File: config.mk
export PLATFORM = sky130hd
export DESIGN_NAME = spi_slave_flat
export DESIGN_NICKNAME = d
export VERILOG_FILES = /design/src/rtl/spi_slave_if.sv /design/src/rtl/spi_slave.sv /design/src/flat_wrapper.sv
export SDC_FILE = /design/constraint.sdc
export NUM_CORES = 1
export LEC_CHECK = 0
export BUFFER_PORTS_ARGS = -buffer_cell sky130_fd_sc_hd__buf_2
export CORE_AREA = 2 2 112 114
export DETAILED_ROUTE_END_ITERATION = 6
export DIE_AREA = 0 0 114 116
export GPL_ROUTABILITY_DRIVEN = 0
export PLACE_DENSITY = 0.74
export SLEW_MARGIN = 20
export SYNTH_ARGS = -nofsm -noshare
export SYNTH_HDL_FRONTEND = slang
export SYNTH_SLANG_ARGS = --single-unit
File: constraint.sdc
create_clock -name clk_in -period 4.7 [get_ports clk_in]
set_clock_uncertainty 0.05 [all_clocks]
set_input_delay 0.705 -clock clk_in [delete_from_list [all_inputs] [get_ports clk_in]]
set_output_delay 0.705 -clock clk_in [all_outputs]
set_load 0.02 [all_outputs]
File: src/rtl/spi_slave_if.sv
// spi_slave_if: pin and word bus of the SPI responder.
//   sclk_in, cs_n_in, mosi_in : SPI pins from the initiator (asynchronous)
//   data_in                   : response word, captured at frame start
//   miso_out                  : serial response, MSB first
//   data_out                  : last correctly received word
//   valid_out / error_out     : one-cycle frame-complete / bad-bit-count pulses
//   busy_out                  : high while a frame is active
// The slave modport is the responder's view; master is the driver's view.
interface spi_slave_if #(
    parameter int SIZE = 40
);
    logic            sclk_in;
    logic            cs_n_in;
    logic            mosi_in;
    logic [SIZE-1:0] data_in;
    logic            miso_out;
    logic [SIZE-1:0] data_out;
    logic            valid_out;
    logic            error_out;
    logic            busy_out;

    modport slave (
        input  sclk_in, cs_n_in, mosi_in, data_in,
        output miso_out, data_out, valid_out, error_out, busy_out
    );

    modport master (
        output sclk_in, cs_n_in, mosi_in, data_in,
        input  miso_out, data_out, valid_out, error_out, busy_out
    );
endinterface

File: src/rtl/spi_slave.sv
// spi_slave: SPI responder oversampling sclk/cs_n/mosi with clk_in.
// Receives one SIZE-bit word per chip-select frame (MSB first) while shifting
// out a SIZE-bit response on miso. Reports a good frame with valid_out and a
// wrong bit count with error_out.
//   clk_in : system clock, at least 8x the SCLK frequency
//   rst_in : asynchronous active-high reset
//   bus    : spi_slave_if.slave (pins, response word, received word, status)
module spi_slave #(
    parameter int SIZE     = 40,
    parameter int CNT_SIZE = 7
) (
    input  logic        clk_in,
    input  logic        rst_in,
    spi_slave_if.slave  bus
);
    typedef enum logic {IDLE, ACTIVE} state_t;

    localparam logic [CNT_SIZE-1:0] CNT_ONE  = CNT_SIZE'(1);
    localparam logic [CNT_SIZE-1:0] CNT_FULL = CNT_SIZE'(SIZE);
    localparam logic [CNT_SIZE-1:0] CNT_OVER = CNT_SIZE'(SIZE + 1);

    state_t              state;
    logic [1:0]          sclk_sync;
    logic [1:0]          cs_sync;
    logic [2:0]          mosi_sync;
    logic                sclk_prev;
    logic                cs_prev;
    logic                sclk_rise;
    logic                sclk_fall;
    logic                cs_rise;
    logic                cs_fall;
    logic [CNT_SIZE-1:0] bit_cnt;
    logic [SIZE-1:0]     tx_shift;
    logic [SIZE-1:0]     rx_shift;
    logic                miso_r;
    logic [SIZE-1:0]     data_r;
    logic                valid_r;
    logic                error_r;
    logic                busy_r;

    // Two-flop synchronizers, then a registered edge detector. mosi carries a
    // third stage so the bit used on a rise strobe was on the pin together
    // with that SCLK rising edge.
    always_ff @(posedge clk_in or posedge rst_in) begin
        if (rst_in) begin
            sclk_sync <= '1;
            cs_sync   <= '1;
            mosi_sync <= '0;
            sclk_prev <= 1'b1;
            cs_prev   <= 1'b1;
            sclk_rise <= 1'b0;
            sclk_fall <= 1'b0;
            cs_rise   <= 1'b0;
            cs_fall   <= 1'b0;
        end else begin
            sclk_sync <= {sclk_sync[0], bus.sclk_in};
            cs_sync   <= {cs_sync[0], bus.cs_n_in};
            mosi_sync <= {mosi_sync[1:0], bus.mosi_in};
            sclk_prev <= sclk_sync[1];
            cs_prev   <= cs_sync[1];
            sclk_rise <= sclk_sync[1] & ~sclk_prev;
            sclk_fall <= ~sclk_sync[1] & sclk_prev;
            cs_rise   <= cs_sync[1] & ~cs_prev;
            cs_fall   <= ~cs_sync[1] & cs_prev;
        end
    end

    always_ff @(posedge clk_in or posedge rst_in) begin
        if (rst_in) begin
            state    <= IDLE;
            bit_cnt  <= '0;
            tx_shift <= '0;
            rx_shift <= '0;
            miso_r   <= 1'b0;
            data_r   <= '0;
            valid_r  <= 1'b0;
            error_r  <= 1'b0;
            busy_r   <= 1'b0;
        end else begin
            valid_r <= 1'b0;
            error_r <= 1'b0;
            case (state)
                IDLE: begin
                    miso_r  <= 1'b0;
                    busy_r  <= 1'b0;
                    bit_cnt <= '0;
                    // SCLK strobes coinciding with frame start are dropped.
                    if (cs_fall) begin
                        tx_shift <= bus.data_in;
                        miso_r   <= bus.data_in[SIZE-1];
                        rx_shift <= '0;
                        busy_r   <= 1'b1;
                        state    <= ACTIVE;
                    end
                end
                ACTIVE: begin
                    if (cs_rise) begin
                        // Frame end wins over any SCLK strobe in the same cycle.
                        if (bit_cnt == CNT_FULL) begin
                            data_r  <= rx_shift;
                            valid_r <= 1'b1;
                        end else begin
                            error_r <= 1'b1;
                        end
                        miso_r  <= 1'b0;
                        busy_r  <= 1'b0;
                        bit_cnt <= '0;
                        state   <= IDLE;
                    end else if (sclk_rise) begin
                        rx_shift <= {rx_shift[SIZE-2:0], mosi_sync[2]};
                        if (bit_cnt != CNT_OVER)
                            bit_cnt <= bit_cnt + CNT_ONE;
                    end else if (sclk_fall && (bit_cnt != '0) && (bit_cnt < CNT_FULL)) begin
                        // Leading fall (count 0) is skipped: the MSB is already out.
                        tx_shift <= {tx_shift[SIZE-2:0], 1'b0};
                        miso_r   <= tx_shift[SIZE-2];
                    end
                end
                default: state <= IDLE;
            endcase
        end
    end

    assign bus.miso_out  = miso_r;
    assign bus.data_out  = data_r;
    assign bus.valid_out = valid_r;
    assign bus.error_out = error_r;
    assign bus.busy_out  = busy_r;
endmodule

File: src/flat_wrapper.sv
// flat-port wrapper written by rule: the top's interface ports become plain ports
module spi_slave_flat 
#(
    parameter int SIZE     = 40,
    parameter int CNT_SIZE = 7
)
  (clk_in, rst_in, bus_sclk_in, bus_cs_n_in, bus_mosi_in, bus_data_in, bus_miso_out, bus_data_out, bus_valid_out, bus_error_out, bus_busy_out);
  spi_slave_if #(.SIZE(SIZE)) bus_i ();
  input  logic clk_in;
  input  logic rst_in;
  input wire logic [$bits(bus_i.sclk_in)-1:0] bus_sclk_in;
  input wire logic [$bits(bus_i.cs_n_in)-1:0] bus_cs_n_in;
  input wire logic [$bits(bus_i.mosi_in)-1:0] bus_mosi_in;
  input wire logic [$bits(bus_i.data_in)-1:0] bus_data_in;
  output wire logic [$bits(bus_i.miso_out)-1:0] bus_miso_out;
  output wire logic [$bits(bus_i.data_out)-1:0] bus_data_out;
  output wire logic [$bits(bus_i.valid_out)-1:0] bus_valid_out;
  output wire logic [$bits(bus_i.error_out)-1:0] bus_error_out;
  output wire logic [$bits(bus_i.busy_out)-1:0] bus_busy_out;
  assign bus_i.sclk_in = bus_sclk_in;
  assign bus_i.cs_n_in = bus_cs_n_in;
  assign bus_i.mosi_in = bus_mosi_in;
  assign bus_i.data_in = bus_data_in;
  assign bus_miso_out = bus_i.miso_out;
  assign bus_data_out = bus_i.data_out;
  assign bus_valid_out = bus_i.valid_out;
  assign bus_error_out = bus_i.error_out;
  assign bus_busy_out = bus_i.busy_out;
  spi_slave #(.SIZE(SIZE), .CNT_SIZE(CNT_SIZE)) u_core (.clk_in(clk_in), .rst_in(rst_in), .bus(bus_i));
endmodule
==> impl_metrics.tcl, run 1 <==
set metrics [dict create \
    cp-start-kind "flip-flop" \
    hpwlAfterDp_um 7060 \
    insertion_delay_ps 420 \
    slowest_delay_ps 720 \
    totalWireLength_um 11000 \
    reg2reg_slack_ps 1950 \
    status "finished, final reports clean" \
    cts_tree "yes" \
    synth_xor_area_frac 0.00732 \
    fin_nets 601 \
    floorplan.rows 40 \
    synth_top_area_frac 0.577 \
    end_kind "flip-flop" \
    clockBufferDepth 2 \
    min_period_ps 2750 \
    grt_pass1_vias 3974 \
    cts_root_buf "clkbuf_16" \
    die_h_um 116 \
    antenna_found_initial 0 \
    tns_ps 0 \
    cts_resized 0 \
    critPathKind "flip-flop to flip-flop" \
    finalSetupViolCount 0 \
    ys_ff_latch 144 \
    postCtsHoldBufs 0 \
    clk_pin_slew_ps 60 \
    critical-path-top-delay-family "simple AND/OR/NAND/NOR gates" \
    synthesis.area_um2 5980 \
    postCtsSetupRepairBufs 0 \
    htreeDepth 4 \
    syn_inst 469 \
    drt-initial-drc-count 309 \
    nFillCells 959 \
    synthesis.nets 517 \
    via_per_inst 5.26 \
    power_density_nw_per_um2 478 \
    grt_overflow 0 \
    track_usage 0.182 \
    postLayoutCoreUtil 0.601 \
    cp_num_buf_inv 1 \
    cpMaxStageDelayCell "nand2b_2" \
    areaGrowthSynthToFinish_pct 19.7 \
    yosys.area.top_type "dfrtp_1" \
    fp.dieW_um 114 \
    power_leakage_nw 3.66 \
    wl_per_cell_um 15.5 \
    drtAntennaViolNets 0 \
    drive_above_1_share 0.451 \
    rsz0062_at_grt "no" \
    synthFlopType "dfrtp_1" \
    async_flop_share 1.00 \
    synth-edff-count 0 \
    muxShareOfSynthArea 0.226 \
    hold_viol_final 0 \
    crit_chain "nand2b_2 > o21ai_4 > buf_4 > mux2_2" \
    numCtsBuffers 17 \
    start_util 0.502 \
    synth_compound_area_frac 0.0125 \
    fmax_mhz 364 \
    maxCapViolCount 0 \
    synth-simple-area-share 0.119 \
    path_max_fanout 44 \
    num_vias 3748 \
    min_path_type "flip-flop to flip-flop" \
    io_buffers 88 \
    synth_fa_ha_area_frac 0.00627 \
    slew_headroom 0.356 \
    peakVddDrop_uv 314 \
    synth_top_family_by_area "multiplexers" \
    diodes 0 \
    grt_max_degree 112 \
    coreArea_um2 11900 \
    ys_types 36 \
    grt_pass1_wl_um 18700 \
    netlist_top_cells_area "dfrtp_1, mux2_2, nand2_1" \
    cts_sinks 144 \
    crit_required_ps 4950 \
    fin_crit_sh 0.585 \
    io_pins 89 \
    post-route-drc-count 0 \
    seq_area_frac_synth 0.604 \
    yosysWarningCount 0 \
    drv_slew 0 \
    arrival_ps 3000 \
    firstDrtPassIters 4 \
    worstMarginPinSlew_ps 967 \
    syn_area_per_cell_um2 12.8 \
    die_area_um2 13200 \
]
[flip-flops by register name (all words and copies together), names as in the netlist, 2 cells and up]
register	flops
u_core.bit_cnt	7
u_core.tx_shift	39
u_core.bus.data_out	40
u_core.rx_shift	40
u_core.sclk_sync	2
u_core.mosi_sync	3
u_core.cs_sync	2
[synthesized netlist by cell type, types with 5 or more instances]
cell and count:
dfrtp_1 138, mux2_2 106, nand2_1 88, nand3_1 41
clkbuf_1 15, nor2_1 11, mux2_4 9, buf_2 7
dfstp_2 6, inv_1 5, nor2b_1 5
[worst paths after layout]
path | endpoint | startpoint | cells after the start
min in group asynchronous | u_core.tx_shift[8]$_DFFE_PP0P_ | rst_in | 2
max | u_core.tx_shift[11]$_DFFE_PP0P_ | u_core.state$_DFF_PP0_ | 4
min reg2reg | u_core.mosi_sync[2]$_DFF_PP0_ | u_core.mosi_sync[1]$_DFF_PP0_ | 0
min | u_core.mosi_sync[2]$_DFF_PP0_ | u_core.mosi_sync[1]$_DFF_PP0_ | 0
max in group asynchronous | u_core.cs_prev$_DFF_PP1_ | rst_in | 3
max reg2reg | u_core.tx_shift[11]$_DFFE_PP0P_ | u_core.state$_DFF_PP0_ | 4
[routing by layer]
metal  vias up  share of wire  wire (um)  GRT usage
li1       1761              -          -          -
met1      1890           0.43       4710      0.223
met2        78           0.51       5640      0.301
met3        19          0.044        483     0.0507
met4         0          0.020        218     0.0878
met5         -              0          0          0
[cells by family after synthesis]
| group | after synthesis |
|---|---|
| AOI/OAI and AO/OA | 10 |
| DFF | 144 |
| adders and majority gates | 3 |
| and+or+nand+nor | 157 |
| muxes | 117 |
| buffers and inverters | 33 |
| xor gates and xnor gates | 5 |
[where the power goes]
group | switching, mW | internal, mW | leakage, nW | total [mW]
Sequential | 0.104 | 1.43 | 1.90 | 1.53
Combinational | 0.174 | 0.282 | 1.45 | 0.456
Clock | 0.493 | 0.944 | 0.315 | 1.44
[cell usage in the layout, fill, tap and decap left out, types with 2 or more instances in the layout]
master	n
xor2_1	3
nand3_1	41
nor2b_1	5
mux2_2	106
dfstp_2	6
nand4_1	2
mux2_4	9
dfrtp_1	138
o21ai_0	3
inv_1	4
xnor2_1	2
clkinv_2	7
clkbuf_16	17
nand2_1	88
ha_1	3
nor2_1	10
buf_2	88
buf_4	5
bufinv_16	5
[worst reg2reg max path, stage by stage, from the launching register on]
cell	delay, ps
dfrtp_1	570
nand2b_2	720
o21ai_4	470
buf_4	440
mux2_2	390
[stage by stage]
step | cell area, um2 | power (mW) | worst slack, ps | hold WS (ps) | cells
2_1_floorplan | 5980 | 1.90 | 88.7 | 281 | 469
3_3_place_gp | 6530 | 1.97 | 2060 | 282 | 681
3_5_place_dp | 6530 | 2.01 | 1950 | 286 | 681
4_1_cts | 7160 | 3.46 | 1930 | 299 | 712
5_1_grt | 7160 | 3.57 | 1760 | 313 | 712
6_report | 7160 | 3.42 | 1950 | 296 | 712
[cell type report]
| cell class | count | area (um2) | share of cell area |
|---|---|---|---|
| Clock inverter | 13 | 193 | 0.0269 |
| Timing Repair Buffer | 93 | 478 | 0.0667 |
| Sequential cell | 144 | 3610 | 0.504 |
| Inverter | 5 | 23.8 | 0.00332 |
| Multi-Input combinational cell | 292 | 2230 | 0.312 |
| Clock buffer | 18 | 439 | 0.0613 |
| Tap cell | 147 | 184 | 0.0257 |
Power figures use the tool's default switching activity.
==> inputs of run 2 (changes only) <==
--- a/config.mk
+++ b/config.mk
@@ -6,11 +6,11 @@
 export NUM_CORES = 1
 export LEC_CHECK = 0
 export BUFFER_PORTS_ARGS = -buffer_cell sky130_fd_sc_hd__buf_2
-export CORE_AREA = 2 2 112 114
+export CORE_AREA = 2 2 106 108
 export DETAILED_ROUTE_END_ITERATION = 6
-export DIE_AREA = 0 0 114 116
+export DIE_AREA = 0 0 108 110
 export GPL_ROUTABILITY_DRIVEN = 0
-export PLACE_DENSITY = 0.74
+export PLACE_DENSITY = 0.78
 export SLEW_MARGIN = 20
 export SYNTH_ARGS = -nofsm -noshare
 export SYNTH_HDL_FRONTEND = slang
==> constraint.sdc (replaced) <==
create_clock -name clk_in -period 2.6 [get_ports clk_in]
set_clock_uncertainty 0.05 [all_clocks]
set_input_delay 0.39 -clock clk_in [delete_from_list [all_inputs] [get_ports clk_in]]
set_output_delay 0.39 -clock clk_in [all_outputs]
set_load 0.02 [all_outputs]
==> run 2 against run 1 <==
Effect of this change:
- cell area increased by 2.0%
- worst hold slack got worse by 200 ps
- via count increased by 1.9%
- final cell count is 0.84% higher
- worst setup slack got worse by 1700 ps
- critical path type unchanged
- combinational power rose by 88%
- total power increased by 82%
- die area decreased by 10%
==> impl_metrics.tcl, run 2 (synthesis results as in run 1) <==
set metrics [dict create \
    via_per_inst 5.32 \
    totalWireLength_um 11100 \
    nFillCells 765 \
    tns_ps 0 \
    rsz0062_at_grt "no" \
    clk_pin_slew_ps 60 \
    num_vias 3818 \
    fp.dieW_um 108 \
    insertion_delay_ps 520 \
    cp-start-kind "flip-flop" \
    io_buffers 88 \
    grt_pass1_vias 4006 \
    fin_nets 613 \
    die_area_um2 11900 \
    drt-initial-drc-count 201 \
    floorplan.rows 38 \
    die_h_um 110 \
    grt_pass1_wl_um 18900 \
    grt_overflow 0 \
    power_density_nw_per_um2 851 \
    drive_above_1_share 0.450 \
    io_pins 89 \
    firstDrtPassIters 4 \
    track_usage 0.207 \
    hpwlAfterDp_um 7200 \
    end_kind "flip-flop" \
    finalSetupViolCount 0 \
    status "finished, final reports clean" \
    crit_required_ps 2950 \
    final_cell_mix "dfrtp_1, mux2_2, nand2_1, buf_2, nand3_1" \
    diodes 0 \
    postCtsSetupRepairBufs 0 \
    clockBufferDepth 2 \
    htreeDepth 4 \
    fin_hold_ws_ps 98.0 \
    grt_max_degree 67 \
    start_util 0.559 \
    path_max_fanout 27 \
    cts_resized 0 \
    arrival_ps 2750 \
    final_common_cell "dfrtp_1" \
    slew_headroom 0.691 \
    wl_per_cell_um 15.4 \
    min_period_ps 2400 \
    postCtsHoldBufs 4 \
    hold_viol_final 0 \
    min_path_type "input pin to flip-flop" \
    fin_crit_sh 0.923 \
    cts_root_buf "clkbuf_8" \
    power_leakage_nw 3.72 \
    fmax_mhz 417 \
    post-route-drc-count 0 \
    areaGrowthSynthToFinish_pct 22.1 \
    peakVddDrop_uv 643 \
    antenna_found_initial 0 \
    cts_tree "yes" \
    critPathKind "flip-flop to flip-flop" \
    maxCapViolCount 0 \
    coreArea_um2 10700 \
    worstMarginPinSlew_ps 461 \
    cts_sinks 144 \
    numCtsBuffers 17 \
    drtAntennaViolNets 0 \
    drv_slew 0 \
]
[run 2: changes by cell type in the layout (fill, tap and decap cells not counted)]
cell,delta
clkbuf_16,-1
clkinv_4,+2
nor2_2,+1
clkbuf_1,+4
clkbuf_8,+2
nor2_4,-1
dlygate4sd3_1,+4
inv_6,-1
buf_4,+4
buf_12,+4
clkinvlp_4,+2
clkinv_2,-7
[run 2: worst max-delay path: stages, from the launching register on]
cell       delay (ps)
dfrtp_1           410
inv_1             110
ha_1              220
or3b_4            260
o2111ai_2         180
o21ai_4           430
buf_12            270
mux2_2            360
[run 2: area by class of cell]
type                       count  area [um2]  share of cell area
multi-input combinational    292        2230               0.305
timing repair buffer         105         628              0.0860
clock buffer                  23         457              0.0625
tap                          140         175              0.0240
inverter                       5        22.5             0.00308
clock inverter                 9         183              0.0250
sequential                   144        3610               0.494
[run 2: power breakdown]
| group | switching (mW) | internal [mW] | total, mW |
|---|---|---|---|
| clock network | 0.880 | 1.71 | 2.59 |
| logic | 0.324 | 0.534 | 0.857 |
| registers | 0.190 | 2.58 | 2.77 |
| total | 1.39 | 4.82 | 6.22 |
[run 2: final timing paths]
path | from | to | slack, ps | depth (start not counted)
hold / removal | bus_data_in[39] | u_core.bus.miso_out$_DFFE_PP0P_ | 100 | 3
min in group asynchronous | rst_in | u_core.bus.data_out[33]$_DFFE_PP0P_ | 350 | 3
setup reg to reg | u_core.bit_cnt[0]$_DFFE_PP0P_ | u_core.tx_shift[11]$_DFFE_PP0P_ | 200 | 7
hold reg to reg | u_core.mosi_sync[1]$_DFF_PP0_ | u_core.mosi_sync[2]$_DFF_PP0_ | 300 | 0
max in group asynchronous | rst_in | u_core.sclk_sync[1]$_DFF_PP1_ | 1460 | 4
setup / recovery | u_core.bit_cnt[0]$_DFFE_PP0P_ | u_core.tx_shift[11]$_DFFE_PP0P_ | 200 | 7
[run 2: metal layers]
metal,wire (um),part of all wire,global-route usage
met5,0,0,0
met1,4800,0.43,0.257
met2,5370,0.48,0.332
met3,629,0.057,0.0688
met4,287,0.026,0.0916
[run 2: stage by stage]
step / total power [mW] / util / worst slack (ps) / area (um2) / cells
after floorplan: 3.43 / - / 360 / 5990 / 469
after global placement: 3.58 / 0.619 / 297 / 6630 / 682
after detailed placement: 3.65 / 0.619 / 222 / 6630 / 682
after CTS: 6.26 / 0.683 / 182 / 7300 / 718
after global routing: 6.50 / 0.683 / 90.7 / 7300 / 718
final: 6.22 / 0.683 / 199 / 7300 / 718
==> inputs of run 3 (changes only) <==
--- a/config.mk
+++ b/config.mk
@@ -6,9 +6,9 @@
 export NUM_CORES = 1
 export LEC_CHECK = 0
 export BUFFER_PORTS_ARGS = -buffer_cell sky130_fd_sc_hd__buf_2
-export CORE_AREA = 2 2 106 108
+export CORE_AREA = 8 8 112 114
 export DETAILED_ROUTE_END_ITERATION = 6
-export DIE_AREA = 0 0 108 110
+export DIE_AREA = 0 0 120 122
 export GPL_ROUTABILITY_DRIVEN = 0
 export PLACE_DENSITY = 0.78
 export SLEW_MARGIN = 20
==> run 3 against run 2 <==
Effect of this change:
- the flow now finishes with violations (negative hold slack)
- sequential cell count stayed put
- via count decreased by 0.10%
- worst setup slack worse by 0.76 ps
==> impl_metrics.tcl, run 3 (synthesis results as in run 1) <==
set metrics [dict create \
    status "finished with violations" \
    violations "negative hold slack" \
    path_max_fanout 27 \
    insertion_delay_ps 520 \
    numCtsBuffers 17 \
    end_kind "flip-flop" \
    fin_nets 610 \
    reg2reg_depth 7 \
    slew_headroom 0.471 \
    power_density_nw_per_um2 867 \
    firstDrtPassIters 4 \
    clk_pin_slew_ps 60 \
    critical-path-top-delay-family "compound AO/OA/AOI/OAI gates" \
    antenna_found_initial 0 \
    critPathKind "flip-flop to flip-flop" \
    arrival_ps 2740 \
    cts_root_buf "clkbuf_8" \
    fin_hold_ws_ps -7.40 \
    r2r-start "u_core.bit_cnt[0]$_DFFE_PP0P_" \
    grt_pass1_vias 4043 \
    nFillCells 772 \
    multiInputGateArea_um2 2230 \
    min_path_type "input pin to async pin" \
    cpMaxStageDelayCell "o21ai_4" \
    num_vias 3814 \
    ff_latch_area_um2 3610 \
    wl_per_cell_um 16.3 \
    io_pins 89 \
    die_area_um2 14600 \
    fmax_mhz 416 \
    peakVddDrop_uv 519 \
    slowest_delay_ps 440 \
    totalWireLength_um 11600 \
    crit_required_ps 2940 \
    clockBufferDepth 2 \
    cts_sinks 144 \
    cts_resized 0 \
    fin_crit_sh 0.924 \
    die_h_um 122 \
    coreArea_um2 10700 \
    min_period_ps 2400 \
    crit_chain "inv_1 > ha_1 > or3b_4 > o2111ai_2 > o21ai_4 > buf_12 > mux2_2" \
    cp_num_buf_inv 2 \
    cp-start-kind "flip-flop" \
    timing.rr.end "u_core.tx_shift[13]$_DFFE_PP0P_" \
    drv_slew 0 \
    start_util 0.559 \
    finalInstanceArea_um2 7290 \
    areaGrowthSynthToFinish_pct 21.9 \
    track_usage 0.169 \
    post-route-drc-count 0 \
    drive_above_1_share 0.454 \
    floorplan.rows 38 \
    diodes 0 \
    maxCapViolCount 0 \
    drt-initial-drc-count 274 \
    cts_tree "yes" \
    grt_max_degree 145 \
    tns_ps 0 \
    grt_pass1_wl_um 19900 \
    reg2reg_slack_ps 200 \
    drtAntennaViolNets 0 \
    hold_viol_final 14 \
    via_per_inst 5.33 \
    fp.dieW_um 120 \
    worstMarginPinSlew_ps 794 \
    hpwlAfterDp_um 7410 \
    power_leakage_nw 3.72 \
    finalSetupViolCount 0 \
    grt_overflow 0 \
    final_cell_mix "dfrtp_1, mux2_2, nand2_1, buf_2, nand3_1" \
    io_buffers 88 \
    rsz0062_at_grt "no" \
    htreeDepth 4 \
    final_common_cell "dfrtp_1" \
    place_area_um2 6600 \
]
## run 3: worst max-delay path by stage
stage	depth (start not counted)	to	from
after floorplan	1	u_core.bit_cnt[0]$_DFFE_PP0P_	rst_in
after global placement	7	u_core.tx_shift[10]$_DFFE_PP0P_	u_core.bit_cnt[0]$_DFFE_PP0P_
after detailed placement	7	u_core.tx_shift[14]$_DFFE_PP0P_	u_core.bit_cnt[0]$_DFFE_PP0P_
after CTS	7	u_core.tx_shift[13]$_DFFE_PP0P_	u_core.bit_cnt[0]$_DFFE_PP0P_
after global routing	7	u_core.tx_shift[13]$_DFFE_PP0P_	u_core.bit_cnt[1]$_DFFE_PP0P_
final	7	u_core.tx_shift[13]$_DFFE_PP0P_	u_core.bit_cnt[0]$_DFFE_PP0P_
## run 3: power breakdown
| part | switching, mW | internal [mW] | leakage (nW) |
|---|---|---|---|
| registers | 0.178 | 2.58 | 1.90 |
| clock network | 0.920 | 1.78 | 0.323 |
| logic | 0.331 | 0.532 | 1.50 |
| total | 1.43 | 4.89 | 3.72 |
## run 3: routing by layer
layer,global-route usage,share of wire,vias up
li1,-,-,1787
met1,0.206,0.42,1902
met4,0.0703,0.018,0
met2,0.274,0.50,105
met3,0.0555,0.064,20
met5,0,0,-
## run 3: stage by stage
stage	total power, mW	std cells	setup slack, ps	util
detailed placement	3.65	680	220	0.617
CTS	6.39	715	189	0.682
finish	6.32	715	199	0.682
floorplan	3.43	469	360	-
global placement	3.59	680	289	0.617
global route	6.59	715	70.3	0.682
## run 3: area by class of cell
cell class / count / share of cell area
Clock buffer: 19 / 0.0592
Clock inverter: 13 / 0.0319
Multi-Input combinational cell: 292 / 0.306
Timing Repair Buffer: 102 / 0.0810
Sequential cell: 144 / 0.495
Inverter: 5 / 0.00309
Tap cell: 140 / 0.0240
## run 3: worst reg2reg max path: stages (launching register included)
cell and delay, ps:
dfrtp_1 390, inv_1 90, ha_1 210, or3b_4 250, o2111ai_2 180, o21ai_4 450, buf_12 260, mux2_2 390
## run 3: repair_timing
action	4_1_cts	5_1_grt
hold buffers	3	0
buffers inserted	0	0
endpoints found under the setup margin	0	0
hold endpoints to repair	3	0
